`src/rtl/exception_sequencer.sv`:
```
`timescale 1ns/1ps
// Commit-stage exception/trap sequencer: picks the highest-priority event at commit and walks
// the CP0 update, pipeline flush and fetch redirect through a three-state FSM.
module exception_sequencer #(
  parameter logic [31:0] EXC_VECTOR = 32'hBFC0_0380,
  parameter logic [4:0]  EXC_INT    = 5'h00,
  parameter logic [4:0]  EXC_TRAP   = 5'h0D
) (
  input  logic        i_clk,
  input  logic        i_rst,
  input  logic        i_s0_valid,
  input  logic        i_s0_exc,
  input  logic [4:0]  i_s0_exc_code,
  input  logic        i_s0_trap,
  input  logic [31:0] i_s0_pc,
  input  logic        i_s0_bd,
  input  logic [31:0] i_s0_badva,
  input  logic        i_s1_valid,
  input  logic        i_s1_exc,
  input  logic [4:0]  i_s1_exc_code,
  input  logic        i_s1_trap,
  input  logic [31:0] i_s1_pc,
  input  logic        i_s1_bd,
  input  logic [31:0] i_s1_badva,
  input  logic        i_s0_eret,
  input  logic        i_int_pending,
  input  logic [31:0] i_cp0_epc,
  output logic        o_cp0_we,
  output logic [31:0] o_cp0_epc,
  output logic [4:0]  o_cp0_exc_code,
  output logic        o_cp0_bd,
  output logic [31:0] o_cp0_badva,
  output logic        o_cp0_exl_clr,
  output logic        o_flush,
  output logic        o_stall_req,
  output logic        o_redir_valid,
  output logic [31:0] o_redir_pc,
  input  logic        i_redir_ready
);

  typedef enum logic [1:0] {StIdle, StFlush, StRedirect} state_e;

  state_e      r_state;
  state_e      w_state_d;
  logic        r_is_eret;
  logic [31:0] r_epc;
  logic [4:0]  r_code;
  logic        r_bd;
  logic [31:0] r_badva;
  logic [31:0] r_redir_pc;

  logic        w_hit;
  logic        w_eret;
  logic [4:0]  w_code;
  logic [31:0] w_pc;
  logic        w_bd;
  logic [31:0] w_badva;
  logic [31:0] w_epc;
  logic        w_s0_evt;
  logic        w_s1_evt;

  assign w_s0_evt = i_s0_valid & (i_s0_exc | i_s0_trap);
  assign w_s1_evt = i_s1_valid & (i_s1_exc | i_s1_trap);

  // Priority: interrupt > slot0 exception/trap > ERET > slot1 exception/trap.
  always_comb begin
    w_hit   = 1'b0;
    w_eret  = 1'b0;
    w_code  = 5'h00;
    w_pc    = 32'h0;
    w_bd    = 1'b0;
    w_badva = 32'h0;
    if (i_int_pending && i_s0_valid) begin
      w_hit   = 1'b1;
      w_code  = EXC_INT;
      w_pc    = i_s0_pc;
      w_bd    = i_s0_bd;
      w_badva = i_s0_badva;
    end else if (w_s0_evt) begin
      w_hit   = 1'b1;
      w_code  = i_s0_exc ? i_s0_exc_code : EXC_TRAP;
      w_pc    = i_s0_pc;
      w_bd    = i_s0_bd;
      w_badva = i_s0_badva;
    end else if (i_s0_valid && i_s0_eret) begin
      w_hit  = 1'b1;
      w_eret = 1'b1;
    end else if (w_s1_evt) begin
      w_hit   = 1'b1;
      w_code  = i_s1_exc ? i_s1_exc_code : EXC_TRAP;
      w_pc    = i_s1_pc;
      w_bd    = i_s1_bd;
      w_badva = i_s1_badva;
    end
  end

  assign w_epc = w_bd ? (w_pc - 32'd4) : w_pc;

  always_comb begin
    w_state_d = r_state;
    unique case (r_state)
      StIdle:     if (w_hit) w_state_d = StFlush;
      StFlush:    w_state_d = StRedirect;
      StRedirect: if (i_redir_ready) w_state_d = StIdle;
      default:    w_state_d = StIdle;
    endcase
  end

  always_ff @(posedge i_clk) begin
    if (i_rst) begin
      r_state    <= StIdle;
      r_is_eret  <= 1'b0;
      r_epc      <= 32'h0;
      r_code     <= 5'h00;
      r_bd       <= 1'b0;
      r_badva    <= 32'h0;
      r_redir_pc <= 32'h0;
    end else begin
      r_state <= w_state_d;
      if (r_state == StIdle && w_hit) begin
        r_is_eret  <= w_eret;
        r_epc      <= w_epc;
        r_code     <= w_code;
        r_bd       <= w_bd;
        r_badva    <= w_badva;
        r_redir_pc <= w_eret ? i_cp0_epc : EXC_VECTOR;
      end
    end
  end

  always_comb begin
    o_cp0_we      = 1'b0;
    o_cp0_exl_clr = 1'b0;
    o_flush       = 1'b0;
    o_stall_req   = 1'b0;
    o_redir_valid = 1'b0;
    unique case (r_state)
      StFlush: begin
        o_flush       = 1'b1;
        o_stall_req   = 1'b1;
        o_cp0_we      = ~r_is_eret;
        o_cp0_exl_clr = r_is_eret;
      end
      StRedirect: begin
        o_stall_req   = 1'b1;
        o_redir_valid = 1'b1;
      end
      default: ;
    endcase
  end

  assign o_cp0_epc      = r_epc;
  assign o_cp0_exc_code = r_code;
  assign o_cp0_bd       = r_bd;
  assign o_cp0_badva    = r_badva;
  assign o_redir_pc     = r_redir_pc;

endmodule

```
`config.mk`:
```
export PLATFORM = sky130hd
export DESIGN_NAME = exception_sequencer
export DESIGN_NICKNAME = d
export VERILOG_FILES = /design/src/rtl/exception_sequencer.sv
export SDC_FILE = /design/constraint.sdc
export NUM_CORES = 1
export LEC_CHECK = 0
export CELL_PAD_IN_SITES_DETAIL_PLACEMENT = 0
export CELL_PAD_IN_SITES_GLOBAL_PLACEMENT = 1
export CORE_UTILIZATION = 25
export CTS_BUF_LIST = sky130_fd_sc_hd__clkbuf_16
export CTS_CLUSTER_DIAMETER = 100
export DETAILED_ROUTE_END_ITERATION = 12
export PLACE_DENSITY_LB_ADDON = 0.1
export SLEW_MARGIN = 5
export SYNTH_ARGS = -nofsm -noshare
export SYNTH_HDL_FRONTEND = slang
export SYNTH_SLANG_ARGS = --single-unit
```
`constraint.sdc`:
```
create_clock -name i_clk -period 3.4 [get_ports i_clk]
set_input_delay 0.68 -clock i_clk [delete_from_list [all_inputs] [get_ports i_clk]]
set_output_delay 0.68 -clock i_clk [all_outputs]
set_load 0.01 [all_outputs]
```
---- Yosys cells after proc, flatten, opt, wreduce, memory -nomap -nowiden ----
Index checks and enable logic that the tools add are counted.
storage, ports and cells
  logic and storage cells ................. 58
  output and inout port bits .............. 107
  register bits ........................... 105
cells by class
  mux-type cells .......................... 35
  equal/unequal tests ..................... 4
  reductions and logical operators ........ 6
  add/subtract/negate cells ............... 1
  bitwise operators ....................... 5
operators by type and width
  operator                                                               number
  32-bit 2-to-1 mux                                                      10
  32-bit by 3-bit subtractor with 32-bit output, second input constant   1
  5-bit 2-to-1 mux                                                       6
  1-bit 2-to-1 mux                                                       16
  2-bit one-hot mux with 3 select lines                                  1
  2-bit 2-to-1 mux                                                       2
  2-bit != test, second input constant                                   2
  1-bit logical AND                                                      3
  1-bit AND                                                              2
  2-bit by 1-bit equality test with 1-bit output, second input constant  1
  2-bit equality test, second input constant                             1
  2-bit logical NOT                                                      1
  1-bit bitwise OR                                                       2
  2-bit AND reduction                                                    1
  2-bit OR reduction                                                     1
  1-bit NOT                                                              1

---- Depth between registers and ports, before layout ----
  depth in word-level cells ............... 8
  mapped depth ............................ 12

---- Worst setup path before layout ----
OpenSTA, ideal clock, no wires.
  kind .................................... in2reg
  start point ............................. input i_int_pending
  end point ............................... register r_epc[24] (netlist: o_cp0_epc[24])
  stages .................................. 12
  buffers on the path ..................... 5
  slack ................................... 0.155 ns
  library setup time ...................... 0.062 ns
  arrival ................................. 3.183 ns
  required time ........................... 3.338 ns
  cell sequence ........................... buf_6 o31a_1 buf_6 buf_2 clkbuf_1 a22oi_1 ha_1 o211ai_1 or2_1 buf_6 or4_1 nand3_1
between the ends
  cells in the longest elaborated chain, start to end .. 4
  elaborated cells between the ends (all ways) .. 7
  classes of those cells .................. 1 x add/sub; 4 x mux; 2 x reduce/logical
RTL lines
  element                                        RTL line  source
  from (decl)                                    26        input logic i_int_pending,
  1-bit logical AND (*)                          73        if (i_int_pending && i_s0_valid) begin
  32-bit 2-to-1 mux                              73
  32-bit by 3-bit subtractor with 32-bit output  97        assign w_epc = w_bd ? (w_pc - 32'd4) : w_pc;
  32-bit 2-to-1 mux                              97
  to (signal assigned)                           122       r_epc <= w_epc;
  to (decl)                                      46        logic [31:0] r_epc;
Every way passes the cells marked *; elsewhere a longest branch is shown, timed or not.
A chain may end at the register's enable or synchronous reset.

---- Worst setup path in the final report ----
  start point ............................. input i_int_pending
  end point ............................... register r_epc[29] (netlist: o_cp0_epc[29])
The elaborated chain is that of the path after synthesis.

==> summary.txt <==
status: completed
WL per Instance: 18.3 um
Tot GR Track Use: 19.7%
share of cells above drive strength 1: 7.12%
post-synth top area share: 39.1%
CTS root buffer: clkbuf_16
Mapped Cells: 659
Reg2Reg Depth: 8
vias: 6290
clock power share: 28.4%
CTS resizes: 0
drt total wl: 22300 um
Fillers: 2106
startpoint types: input port
worst hold path type: reg -> reg
CP Class: in -> reg
vias per cell: 5.17
Comb power frac: 34.0%
Post-synth EDFFs: 0
GRT overflow: 0
Unique masters post-synth: 63
DRT iter0 DRCs: 346
H-Tree Level Count: 3
sequential share of the synthesized area: 39.1%
critical path required time: 3670 ps
Synthesized Nets: 846
ys flop type: dfxtp_1
Max Root-Sink Buffers: 2
maximum VDD drop: 0.227 mV
row count: 53
Lkg Pwr: 3.19 nW
Clk pin slew, worst setup/hold paths: 80 ps
DIE WIDTH: 149 um
Worst Tran Pin Value: 729 ps
most frequent cells in the layout: clkdlybuf4s50_1 (288), dfxtp_1 (105), nor2_1 (99), nor3_1 (48)
IO Port Bufs: 289
post-CTS setup buffer count: 0
CTS tree: done
post-synth top area cell: dfxtp_1
Cells after DPL: 1200
Final setup viols: 0
Fin. Hold Viols: 0
vias in the first global route: 6254
cell count along the critical path: 9
CTS buffer count: 9
CP max-delay cell: o31a_2
pwr/cell area: 429 mW/mm^2
NetSw: 0.00127 W
drt drc: 0
Async S/R FF share, synth: 0%
# IOs: 290
sequential fraction of design power: 37.6%
final max-slew violation count: 0
crit path cell chain: clkdlybuf4s50_1, o31a_2, nor3_4, buf_4, buf_4, o31ai_1, a211oi_1, a21oi_1, o221ai_1
flop2flop setup slack: 1400 ps
internal power: 0.00257 W
most common cell after layout, fill and taps aside: clkdlybuf4s50_1
CTS sink count: 105
hold path depth: 2
area delta synth->final: 66.8%
area of the mapped netlist: 0.00538 sq mm
Clock Latency Late Sink: 360 ps
delay-heaviest family, CP: buffers and inverters
first-pass GRT wire length: 33800 um
synth warn: 0
minimum clock period: 2920 ps
Synth Register Bits: 105
maximum fanout along the worst path: 41
Pre-antenna DRT Iters: 6
Rel. slew slack: 50.9%
CTS hold repair buffers: 0
Avg Cell Area, Syn: 8.16 sq um
Layout Nets: 1123
top cells by area, synth: dfxtp_1 (39%), nor2_1 (6.9%), a221oi_1 (5.7%)
CP most frequent cell: buf_4
antenna-violating nets left: 0
post-detail-place hpwl: 17200 um
Worst path max stage delay: 450 ps
pin count of the biggest net entering global routing: 58
diode count: 0
Die ar.: 0.0221 sq mm
worst path bufs/invs: 3
Die Y: 149 um
Worst Setup End Kind: register
Final period util: 85.9%
max_cap viols: 0
sw frac: 33.1%
setup tns final: 0 ps
Fmax: 0.342 GHz
Worst Skew: 8.79 ps
initial antenna violation count: 0
unrepaired setup endpoints after global routing: false
routability cong.: 0.915
Initial Utilization: 25.5%
core area: 0.0211 sq mm
Post-Layout Cell Count: 1216
critical path arrival: 3190 ps
-- metal layers --
metal	track usage (%)	part of all wire [%]	up-vias
met4	5.41	1.5	0
met3	4.82	7.6	21
met2	34.9	50	250
met1	23.6	41	2963
li1	-	-	3056
met5	0	0	-
-- power by group through the flow --
| stage | combinational [W] | clock, W | sequential [W] |
|---|---|---|---|
| 2_1_floorplan | 0.000521 | 0 | 0.00153 |
| 3_3_place_gp | 0.00130 | 0 | 0.00147 |
| 3_5_place_dp | 0.00132 | 0 | 0.00148 |
| 4_1_cts | 0.00132 | 0.00114 | 0.00145 |
| 5_1_grt | 0.00142 | 0.00119 | 0.00147 |
| 6_report | 0.00131 | 0.00109 | 0.00145 |
-- final cells by class --
cell class | instances | area (sq um) | area share [%]
timing repair buffer | 325 | 3170 | 35.3
multi-input combinational | 491 | 3020 | 33.7
sequential | 105 | 2100 | 23.4
tap | 275 | 344 | 3.84
clock buffer | 9 | 225 | 2.51
clock inverter | 7 | 91.3 | 1.02
inverter | 4 | 15.0 | 0.167
-- logic make-up (layout without fill, tap and decap cells) --
| family | after synthesis | after routing | synth area share, % |
|---|---|---|---|
| AND/OR/NAND/NOR | 269 | 269 | 24.6 |
| AO/OA/AOI/OAI | 205 | 205 | 28.0 |
| flip-flops | 105 | 105 | 39.1 |
| buffers and inverters | 63 | 345 | 5.19 |
| XOR/XNOR | 10 | 10 | 1.63 |
| adder cells (fa/ha/maj) | 4 | 4 | 0.930 |
| multiplexers | 3 | 3 | 0.582 |
-- final timing paths --
check                   to          start
max          o_cp0_epc[29]  i_int_pending
max reg2reg  o_cp0_epc[18]     r_state[0]
min reg2reg   o_cp0_epc[3]   o_cp0_epc[3]
min           o_cp0_epc[3]   o_cp0_epc[3]
-- tightest hold or removal path, stage by stage (launching register included) --
cell     delay (ps)
dfxtp_1         320
nand2_1          50
a21oi_1          50
-- synth_stat cells, types with 14 or more instances --
cell	number
a21oi_1	15
a221oi_1	35
a22oi_1	36
buf_2	16
clkbuf_1	38
dfxtp_1	105
nand2_1	36
nand3_1	25
nor2_1	99
nor3_1	48
o21ai_0	31
o22ai_1	14
-- flip-flops by register name (all words and copies together) (netlist names) --
signal          flops
o_cp0_epc          32
r_state             2
o_cp0_bd            1
o_cp0_exc_code      5
r_is_eret           1
o_cp0_badva        32
o_redir_pc         32
-- per-stage QoR --
step           area (sq um)  utilization [%]  hold slack [ps]  worst slack [ps]  total power (W)
2_1_floorplan          5380                -              445               155          0.00205
4_1_cts                8970             42.5              462               525          0.00391
3_3_place_gp           8650             41.0              443               198          0.00277
5_1_grt                8970             42.5              479               355          0.00407
3_5_place_dp           8650             41.0              448               144          0.00279
6_report               8970             42.5              458               480          0.00384
Note: power is estimated with default switching activity, not from simulation.
